--- config.mk ---
export PLATFORM = sky130hd
export DESIGN_NAME = sdram_cpu_port
export DESIGN_NICKNAME = d
export VERILOG_FILES = /design/src/rtl/sdram_port_pkg.sv /design/src/rtl/sdram_wfifo.sv /design/src/rtl/sdram_cpu_port.sv
export SDC_FILE = /design/constraint.sdc
export NUM_CORES = 1
export LEC_CHECK = 0
export CAP_MARGIN = 15
export CORE_UTILIZATION = 35
export CTS_BUF_LIST = sky130_fd_sc_hd__clkbuf_4 sky130_fd_sc_hd__clkbuf_8 sky130_fd_sc_hd__clkbuf_16
export CTS_CLUSTER_SIZE = 14
export DETAILED_ROUTE_END_ITERATION = 10
export GPL_TIMING_DRIVEN = 0
export PLACE_DENSITY = 0.68
export SYNTH_ARGS = -nofsm -noshare
export SYNTH_HDL_FRONTEND = slang
export SYNTH_HIERARCHICAL = 1
export SYNTH_SLANG_ARGS = --single-unit
--- constraint.sdc ---
create_clock -name i_clk -period 4.4 [get_ports i_clk]
set_input_delay 0.88 -clock i_clk [delete_from_list [all_inputs] [get_ports i_clk]]
set_output_delay 0.88 -clock i_clk [all_outputs]
set_load 0.02 [all_outputs]
--- src/rtl/sdram_port_pkg.sv ---
// rtl/sdram_port_pkg.sv - shared types for the SDRAM CPU port: FSM states and posted-write entry.
package sdram_port_pkg;

    localparam int FIFO_DEPTH_DEF = 4;
    localparam int ENTRY_AW       = 25;

    typedef enum logic [1:0] {
        W_IDLE,
        W_ISSUE,
        W_BUSY,
        W_DONE
    } wstate_t;

    typedef enum logic [1:0] {
        R_IDLE,
        R_DRAIN,
        R_ISSUE,
        R_BUSY
    } rstate_t;

    // 25 + 32 + 4 = 61 bits
    typedef struct packed {
        logic [ENTRY_AW-1:0] addr;
        logic [31:0]         data;
        logic [3:0]          be;
    } wentry_t;

endpackage

--- src/rtl/sdram_wfifo.sv ---
// rtl/sdram_wfifo.sv - posted-write FIFO; head entry is visible combinationally from registered storage.
module sdram_wfifo
    import sdram_port_pkg::*;
#(
    parameter int DEPTH = FIFO_DEPTH_DEF
) (
    input  logic    i_clk,
    input  logic    i_reset,
    input  logic    i_push,
    input  wentry_t i_din,
    input  logic    i_pop,
    output wentry_t o_head,
    output logic    o_full,
    output logic    o_empty
);

    localparam int PW = $clog2(DEPTH);

    wentry_t     r_mem [DEPTH];
    logic [PW:0] r_wptr;
    logic [PW:0] r_rptr;
    logic        w_do_push;
    logic        w_do_pop;

    // Extra MSB on each pointer separates the full case from the empty case.
    assign o_empty   = (r_wptr == r_rptr);
    assign o_full    = (r_wptr[PW] != r_rptr[PW]) && (r_wptr[PW-1:0] == r_rptr[PW-1:0]);
    assign w_do_pop  = i_pop && !o_empty;
    assign w_do_push = i_push && (!o_full || w_do_pop);
    assign o_head    = r_mem[r_rptr[PW-1:0]];

    always_ff @(posedge i_clk) begin
        if (i_reset) begin
            r_wptr <= '0;
            r_rptr <= '0;
        end else begin
            if (w_do_push) r_wptr <= r_wptr + (PW+1)'(1);
            if (w_do_pop)  r_rptr <= r_rptr + (PW+1)'(1);
        end
    end

    always_ff @(posedge i_clk) begin
        if (w_do_push) r_mem[r_wptr[PW-1:0]] <= i_din;
    end

endmodule

--- src/rtl/sdram_cpu_port.sv ---
// rtl/sdram_cpu_port.sv - CPU request/ack bus to SDRAM controller rd/we level handshakes.
module sdram_cpu_port
    import sdram_port_pkg::*;
#(
    parameter int FIFO_DEPTH = FIFO_DEPTH_DEF,
    parameter int AW         = ENTRY_AW
) (
    input  logic          i_clk,
    input  logic          i_reset,
    input  logic          i_cpu_req,
    input  logic          i_cpu_we,
    input  logic [AW-1:0] i_cpu_addr,
    input  logic [31:0]   i_cpu_wdata,
    input  logic [3:0]    i_cpu_be,
    output logic          o_cpu_busy,
    output logic          o_cpu_ack,
    output logic [31:0]   o_cpu_rdata,
    output logic [AW-1:0] o_sd_raddr,
    output logic          o_sd_rd,
    input  logic          i_sd_rd_rdy,
    input  logic [31:0]   i_sd_dout,
    output logic [AW-1:0] o_sd_waddr,
    output logic [31:0]   o_sd_din,
    output logic [3:0]    o_sd_be,
    output logic          o_sd_we,
    input  logic          i_sd_we_rdy
);

    wstate_t       r_wstate;
    rstate_t       r_rstate;
    logic          r_sd_we;
    logic          r_sd_rd;
    logic          r_ack;
    logic [31:0]   r_rdata;
    logic [AW-1:0] r_raddr;
    logic [AW-1:0] r_waddr;
    logic [31:0]   r_din;
    logic [3:0]    r_be;

    logic          w_fifo_full;
    logic          w_fifo_empty;
    logic          w_accept;
    logic          w_wr_accept;
    logic          w_rd_accept;
    logic          w_pop;
    logic [AW-1:0] w_addr_even;
    wentry_t       w_push_entry;
    wentry_t       w_head;

    assign o_cpu_busy  = w_fifo_full || (r_rstate != R_IDLE);
    assign w_accept    = i_cpu_req && !o_cpu_busy;
    assign w_wr_accept = w_accept && i_cpu_we;
    assign w_rd_accept = w_accept && !i_cpu_we;
    assign w_addr_even = i_cpu_addr & ~AW'(1);
    assign w_pop       = (r_wstate == W_BUSY) && i_sd_we_rdy;

    assign w_push_entry.addr = ENTRY_AW'(w_addr_even);
    assign w_push_entry.data = i_cpu_wdata;
    assign w_push_entry.be   = i_cpu_be;

    sdram_wfifo #(.DEPTH(FIFO_DEPTH)) u_wfifo (
        .i_clk   (i_clk),
        .i_reset (i_reset),
        .i_push  (w_wr_accept),
        .i_din   (w_push_entry),
        .i_pop   (w_pop),
        .o_head  (w_head),
        .o_full  (w_fifo_full),
        .o_empty (w_fifo_empty)
    );

    // Write drain: W_DONE guarantees a low cycle on sd_we between accesses.
    always_ff @(posedge i_clk) begin
        if (i_reset) begin
            r_wstate <= W_IDLE;
            r_sd_we  <= 1'b0;
            r_waddr  <= '0;
            r_din    <= '0;
            r_be     <= '0;
        end else begin
            case (r_wstate)
                W_IDLE: if (!w_fifo_empty && r_rstate != R_BUSY) begin
                    r_waddr  <= AW'(w_head.addr);
                    r_din    <= w_head.data;
                    r_be     <= w_head.be;
                    r_sd_we  <= 1'b1;
                    r_wstate <= W_ISSUE;
                end
                W_ISSUE: if (!i_sd_we_rdy) r_wstate <= W_BUSY;
                W_BUSY: if (i_sd_we_rdy) begin
                    r_sd_we  <= 1'b0;
                    r_wstate <= W_DONE;
                end
                W_DONE: r_wstate <= W_IDLE;
                default: r_wstate <= W_IDLE;
            endcase
        end
    end

    // Reads wait for the FIFO and write FSM to go quiet, giving read-after-write coherency.
    always_ff @(posedge i_clk) begin
        if (i_reset) begin
            r_rstate <= R_IDLE;
            r_sd_rd  <= 1'b0;
            r_raddr  <= '0;
            r_rdata  <= '0;
            r_ack    <= 1'b0;
        end else begin
            r_ack <= w_wr_accept;
            case (r_rstate)
                R_IDLE: if (w_rd_accept) begin
                    r_raddr  <= w_addr_even;
                    r_rstate <= R_DRAIN;
                end
                R_DRAIN: if (w_fifo_empty && r_wstate == W_IDLE) begin
                    r_sd_rd  <= 1'b1;
                    r_rstate <= R_ISSUE;
                end
                R_ISSUE: if (!i_sd_rd_rdy) r_rstate <= R_BUSY;
                R_BUSY: if (i_sd_rd_rdy) begin
                    r_sd_rd  <= 1'b0;
                    r_rdata  <= i_sd_dout;
                    r_ack    <= 1'b1;
                    r_rstate <= R_IDLE;
                end
                default: r_rstate <= R_IDLE;
            endcase
        end
    end

    assign o_cpu_ack   = r_ack;
    assign o_cpu_rdata = r_rdata;
    assign o_sd_raddr  = r_raddr;
    assign o_sd_rd     = r_sd_rd;
    assign o_sd_waddr  = r_waddr;
    assign o_sd_din    = r_din;
    assign o_sd_be     = r_be;
    assign o_sd_we     = r_sd_we;

endmodule
==> impl_metrics.tcl, run 1 <==
set metrics [dict create \
    synth_edf_count 244 \
    powerDensity_mw_per_mm2 520 \
    num_vias 8406 \
    final_nets 1325 \
    synthArstFlopShare_pct 0 \
    dp_hpwl_um 21200 \
    status "complete, no violations" \
    place_ws_ns 1.08 \
    cp.arrival_ns 2.39 \
    critPathCaptureType "output pin" \
    combPwrFrac_pct 18.8 \
    fmax_mhz 306 \
    grt_max_degree 42 \
    yosysTopAreaCell "edfxtp_1" \
    core-area_mm2 0.0388 \
    fillCellCount 3388 \
    clkPwrFrac_pct 36.7 \
    hold_viol 0 \
    synth_warnings 6 \
    intPower_w 0.00695 \
    relSlewSlack_pct 37.5 \
    drcViolationCount 0 \
    clock_sinks 376 \
    io_buffer_count 218 \
    cts_resized 0 \
    cts_hold_buf 0 \
    clk_latency_ns 0.54 \
    antenna_found_initial 0 \
    drive_above_1_share_pct 14.5 \
    gr-total-overflow 0 \
    cts.clk_slew.worst_paths_ns 0.06 \
    critPathRequiredTime_ns 3.52 \
    period_minus_slack_ns 3.27 \
    synth-seq-area-share_pct 72.1 \
    hp-class "flip-flop to flip-flop" \
    finalClockSkew_ns 0.0182 \
    synth_area_leaders "edfxtp_1, dfxtp_1, mux4_2" \
    dominantRegCellSynth "edfxtp_1" \
    max_cap_violations 0 \
    fp.dieW_um 201 \
    finalCritPeriodShare_pct 74.3 \
    slew_violations 0 \
    fin_ws_ns 1.13 \
    p_sw_share_pct 26.7 \
    worst-setup-path-type "flip-flop to output pin" \
    ys_ff_latch 376 \
    avgSynthCellArea_um2 14.7 \
    cp_max_fo 6 \
    fin_tns_setup_ns 0 \
    first_pass_iters 4 \
    via_per_inst 4.76 \
    die_h_um 201 \
    root_buffer "clkbuf_16" \
    diodes 0 \
    die-area_mm2 0.0403 \
    worst_pin_slew_ns 0.937 \
    setup_violations 0 \
    grt_pass1_vias 8573 \
    crit_path_start_kind "flip-flop" \
    cts_tree "yes" \
    start_util_pct 35.6 \
    final_cells 1765 \
    synth_area_mm2 0.0138 \
    dpl.cell_count 1689 \
    gr-usage-all-layers_pct 16.1 \
    first_iter_violations 368 \
    cts_made_buffers 41 \
    synth_cell_types 40 \
    grt_pass1_wl_um 49700 \
    power_leakage_nw 5.94 \
    cts-htree-levels 2 \
    gp_congestion 0.780 \
    power_w 0.00949 \
    vdd_drop_max_uv 448 \
    ctsLongestPathBuffers 3 \
    seqPwrFrac_pct 44.5 \
    synthDominantCellAreaShare_pct 53.0 \
    ios 221 \
    post_drt_wl_per_cell_um 18.3 \
    cts_setup_buffers 0 \
    drtAntennaViolNets 0 \
    area_delta_synth_final_pct 31.9 \
    rsz0062_at_grt "no" \
    p_sw_w 0.00253 \
    fp-row-count 72 \
    routed_wl_um 32400 \
    syn_inst 943 \
]
==> per-stage QoR <==
step,cell area (um^2),util [%],hold slack [ns]
floorplan,13800,-,0.453
global placement,16700,42.9,0.442
detailed placement,16900,43.4,0.447
CTS,18200,47.0,0.455
global route,18200,47.0,0.469
finish,18200,47.0,0.453
==> cell type report <==
type / count / area, um^2 / share of cell area, %
multi-input cells: 507 / 3570 / 19.6
flip-flops and latches: 376 / 9970 / 54.7
repair buffers: 224 / 2350 / 12.9
clock inverters: 17 / 173 / 0.947
well taps: 518 / 648 / 3.55
clock buffers: 59 / 1210 / 6.66
inverters: 10 / 37.5 / 0.206
plain buffers: 54 / 279 / 1.53
==> worst max-delay path, cell delays in order (launching register included) <==
cell and delay [ns]:
dfxtp_1 0.37, xnor2_2 0.39, nand2_1 0.13, nor2_1 0.21, nand2b_1 0.14, clkdlybuf4s50_1 0.62
==> power by group through the flow <==
stage / sequential, W / clock, W / combinational [W]
2_1_floorplan: 0.00449 / 0 / 0.000793
3_3_place_gp: 0.00431 / 0 / 0.00175
3_5_place_dp: 0.00430 / 0 / 0.00181
4_1_cts: 0.00423 / 0.00358 / 0.00181
5_1_grt: 0.00426 / 0.00370 / 0.00194
6_report: 0.00423 / 0.00348 / 0.00178
==> path summary, 6_finish.rpt <==
check	from	endpoint	slack [ns]	cells past startpoint
worst max-delay path	u_wfifo/r_wptr[1]	o_cpu_busy	1.13	5
worst min-delay path	o_sd_raddr[6]	o_sd_raddr[6]	0.45	2
worst max register to register	u_wfifo/r_wptr[2]	u_wfifo/r_mem[3][12]	1.51	8
worst min register to register	o_sd_raddr[6]	o_sd_raddr[6]	0.45	2
==> cells by family after synthesis <==
| logic type | after synthesis | share of synthesized area, % |
|---|---|---|
| AO/OA/AOI/OAI | 134 | 5.27 |
| XOR/XNOR | 4 | 0.416 |
| adder cells (fa/ha/maj) | 12 | 1.09 |
| buffers and inverters | 64 | 2.29 |
| flip-flops | 376 | 72.1 |
| multiplexers | 68 | 10.5 |
| other | 1 | 0.0271 |
| AND/OR/NAND/NOR | 284 | 8.30 |
==> placed cells by master, fill, tap and decap left out, types with 4 or more instances in the layout <==
cell | Yosys | routed
a21oi_1 | 120 | 120
buf_16 | 0 | 6
buf_2 | 22 | 22
buf_6 | 6 | 6
clkbuf_1 | 23 | 23
clkbuf_16 | 0 | 43
clkbuf_4 | 0 | 13
clkdlybuf4s50_1 | 0 | 218
clkinv_1 | 0 | 4
clkinv_2 | 0 | 5
conb_1 | 1 | 5
dfxtp_1 | 132 | 132
edfxtp_1 | 244 | 244
ha_1 | 12 | 12
inv_1 | 10 | 10
mux4_2 | 61 | 61
nand2_1 | 243 | 243
nand2b_1 | 7 | 7
nor2_1 | 16 | 16
nor2b_1 | 4 | 4
==> state kept, by name, summed over array words and instances, names as in the netlist, named ones only <==
signal          flops
o_cpu_ack           1
o_cpu_rdata        32
o_sd_be             4
o_sd_din           32
o_sd_raddr         24
o_sd_rd             1
o_sd_waddr         25
o_sd_we             1
r_rstate            2
r_wstate            2
u_wfifo/r_mem     244
u_wfifo/r_rptr      3
u_wfifo/r_wptr      3
==> per-layer routing <==
| metal | global-route usage, % | vias to the layer above | wire length, um |
|---|---|---|---|
| li1 | - | 3958 | - |
| met3 | 3.25 | 54 | 1680 |
| met1 | 20.7 | 4185 | 13900 |
| met2 | 27.6 | 209 | 16100 |
| met5 | 0 | - | 0 |
| met4 | 4.74 | 0 | 718 |
==> cells in the mapped netlist (all sizes together) (2+ instances only) <==
cell and count:
a21oi 120, a31oi 4, a41oi 2, and2 5, buf 31, clkbuf 23, dfxtp 132, edfxtp 244
ha 12, inv 10, mux2 4, mux2i 3, mux4 61, nand2 243, nand2b 7, nand3 2
nand3b 2, nor2 16, nor2b 4, o21ai 2, xnor2 3
No activity file was read; power rests on OpenSTA's default activity.
==> run 2: changes to the inputs <==
Clock period 4.4 ns to 3.3 ns, I/O delays scaled along.
==> run 2 against run 1 <==
Via count decreased by 0.79%. Count of clock-buffer cells in the layout decreased by 5. Largest cell class unchanged. Critical endpoint unchanged. Clock skew about the same. Clock power increased by 27%. Worst hold slack got worse by 0.0012 ns. Setup slack got worse by 0.86 ns. Global-route usage decreased by 0.19 points. First-iteration DRC count increased by 1.9%. Largest power group unchanged.
==> impl_metrics.tcl, run 2 (synthesis results as in run 1) <==
set metrics [dict create \
    status "complete, no violations" \
    core-area_mm2 0.0388 \
    final_cells 1763 \
    finalClockSkew_ns 0.0181 \
    area_delta_synth_final_pct 31.4 \
    setup_violations 0 \
    gr-total-overflow 0 \
    combPwrFrac_pct 19.0 \
    grt_max_degree 47 \
    drtAntennaViolNets 0 \
    drcViolationCount 0 \
    crit_chain "xnor2_2 -> nand2_1 -> nor2_1 -> nand2b_1 -> clkdlybuf4s50_1" \
    fp.dieW_um 201 \
    ios 221 \
    crit_end "o_cpu_busy" \
    r2r_end "u_wfifo/r_mem[2][20]" \
    powerDensity_mw_per_mm2 684 \
    grt_pass1_vias 8582 \
    clk_latency_ns 0.54 \
    max_cap_violations 0 \
    stdcell_area_mm2 0.0182 \
    worst_pin_slew_ns 0.956 \
    hold_viol 0 \
    gr-usage-all-layers_pct 16.0 \
    dp_hpwl_um 21000 \
    ctsLongestPathBuffers 3 \
    seqPwrFrac_pct 45.3 \
    p_sw_w 0.00334 \
    die-area_mm2 0.0403 \
    max_stage_delay_ns 0.62 \
    r2r_cells 8 \
    first_iter_violations 375 \
    slowest_stage "clkdlybuf4s50_1" \
    first_pass_iters 4 \
    power_w 0.0124 \
    cp-startpoint "u_wfifo/r_wptr[1]" \
    dpl.cell_count 1689 \
    gp_congestion 0.778 \
    routed_wl_um 32400 \
    finalCritPeriodShare_pct 91.7 \
    grt_pass1_wl_um 49500 \
    start_util_pct 35.6 \
    io_buffer_count 218 \
    r2r-start "u_wfifo/r_wptr[2]" \
    largest_register_ffs 244 \
    power_leakage_nw 5.91 \
    period_minus_slack_ns 3.03 \
    relSlewSlack_pct 36.1 \
    clock_sinks 376 \
    diodes 0 \
    via_per_inst 4.73 \
    fp-row-count 72 \
    layout_common_cells "edfxtp_1, nand2_1, clkdlybuf4s50_1" \
    root_buffer "clkbuf_16" \
    cts_tree "yes" \
    clkPwrFrac_pct 35.6 \
    cts_hold_buf 0 \
    final_common_cell "edfxtp_1" \
    vdd_drop_max_uv 418 \
    cts_setup_buffers 0 \
    critPathRequiredTime_ns 2.64 \
    placed_area_mm2 0.0169 \
    cts_made_buffers 40 \
    cp_max_fo 6 \
    num_vias 8340 \
    hp-class "flip-flop to flip-flop" \
    cts.clk_slew.worst_paths_ns 0.06 \
    drive_above_1_share_pct 14.3 \
    cp.arrival_ns 2.37 \
    slew_violations 0 \
    critPathCaptureType "output pin" \
    reg2reg_setup_slack_ns 0.44 \
    intPower_w 0.00910 \
    final_nets 1324 \
    antenna_found_initial 0 \
    cts_resized 0 \
    p_sw_share_pct 26.8 \
    fmax_mhz 330 \
    cts-htree-levels 2 \
    crit_path_start_kind "flip-flop" \
    post_drt_wl_per_cell_um 18.4 \
    worst-setup-path-type "flip-flop to output pin" \
    rsz0062_at_grt "no" \
    die_h_um 201 \
]
## run 2: power groups by stage
stage	clock network, W	logic (W)	registers, W
floorplan	0	0.00106	0.00597
global placement	0	0.00232	0.00573
detailed placement	0	0.00239	0.00574
CTS	0.00455	0.00241	0.00564
global route	0.00474	0.00256	0.00568
finish	0.00443	0.00237	0.00564
## run 2: how the worst min path moves through the flow
stage                    startpoint         endpoint  cells past startpoint
global route         o_sd_raddr[22]   o_sd_raddr[22]                      2
finish               o_sd_waddr[13]   o_sd_waddr[13]                      2
floorplan               r_wstate[1]      r_wstate[1]                      2
global placement     o_cpu_rdata[3]   o_cpu_rdata[3]                      2
detailed placement   o_sd_waddr[13]   o_sd_waddr[13]                      2
CTS                 o_cpu_rdata[12]  o_cpu_rdata[12]                      2
## run 2: cell type report
class	count	area, um^2
Fill cell	3413	20700
Sequential cell	376	9970
Multi-Input combinational cell	507	3570
Timing Repair Buffer	224	2350
Clock buffer	54	1160
Tap cell	518	648
Buffer	54	279
Clock inverter	20	159
Inverter	10	37.5
## run 2: layer usage
metal  vias to the layer above  GRT usage (%)  part of all wire, %  wire [um]
li1                       3962              -                    -          -
met1                      4137           19.9                   43      13800
met2                       188           27.8                   50      16300
met3                        53           3.38                  4.8       1550
met4                         0           4.72                  2.3        742
met5                         -              0                    0          0
## run 2: worst max-delay path, delay by kind of cell (launching register included)
| kind | cells | cell delay, ns |
|---|---|---|
| buffers and inverters | 1 | 0.62 |
| AND/OR/NAND/NOR | 3 | 0.45 |
| XOR/XNOR | 1 | 0.39 |
| flip-flops | 1 | 0.38 |
## run 2: stage by stage
step	hold WS, ns	TNS, ns	setup WS [ns]	utilization [%]
floorplan	0.453	0	0.404	-
global placement	0.442	-150.89	-1.01	43.0
detailed placement	0.446	0	0.211	43.4
CTS	0.454	0	0.227	46.8
global route	0.472	0	0.0919	46.8
finish	0.452	0	0.273	46.8
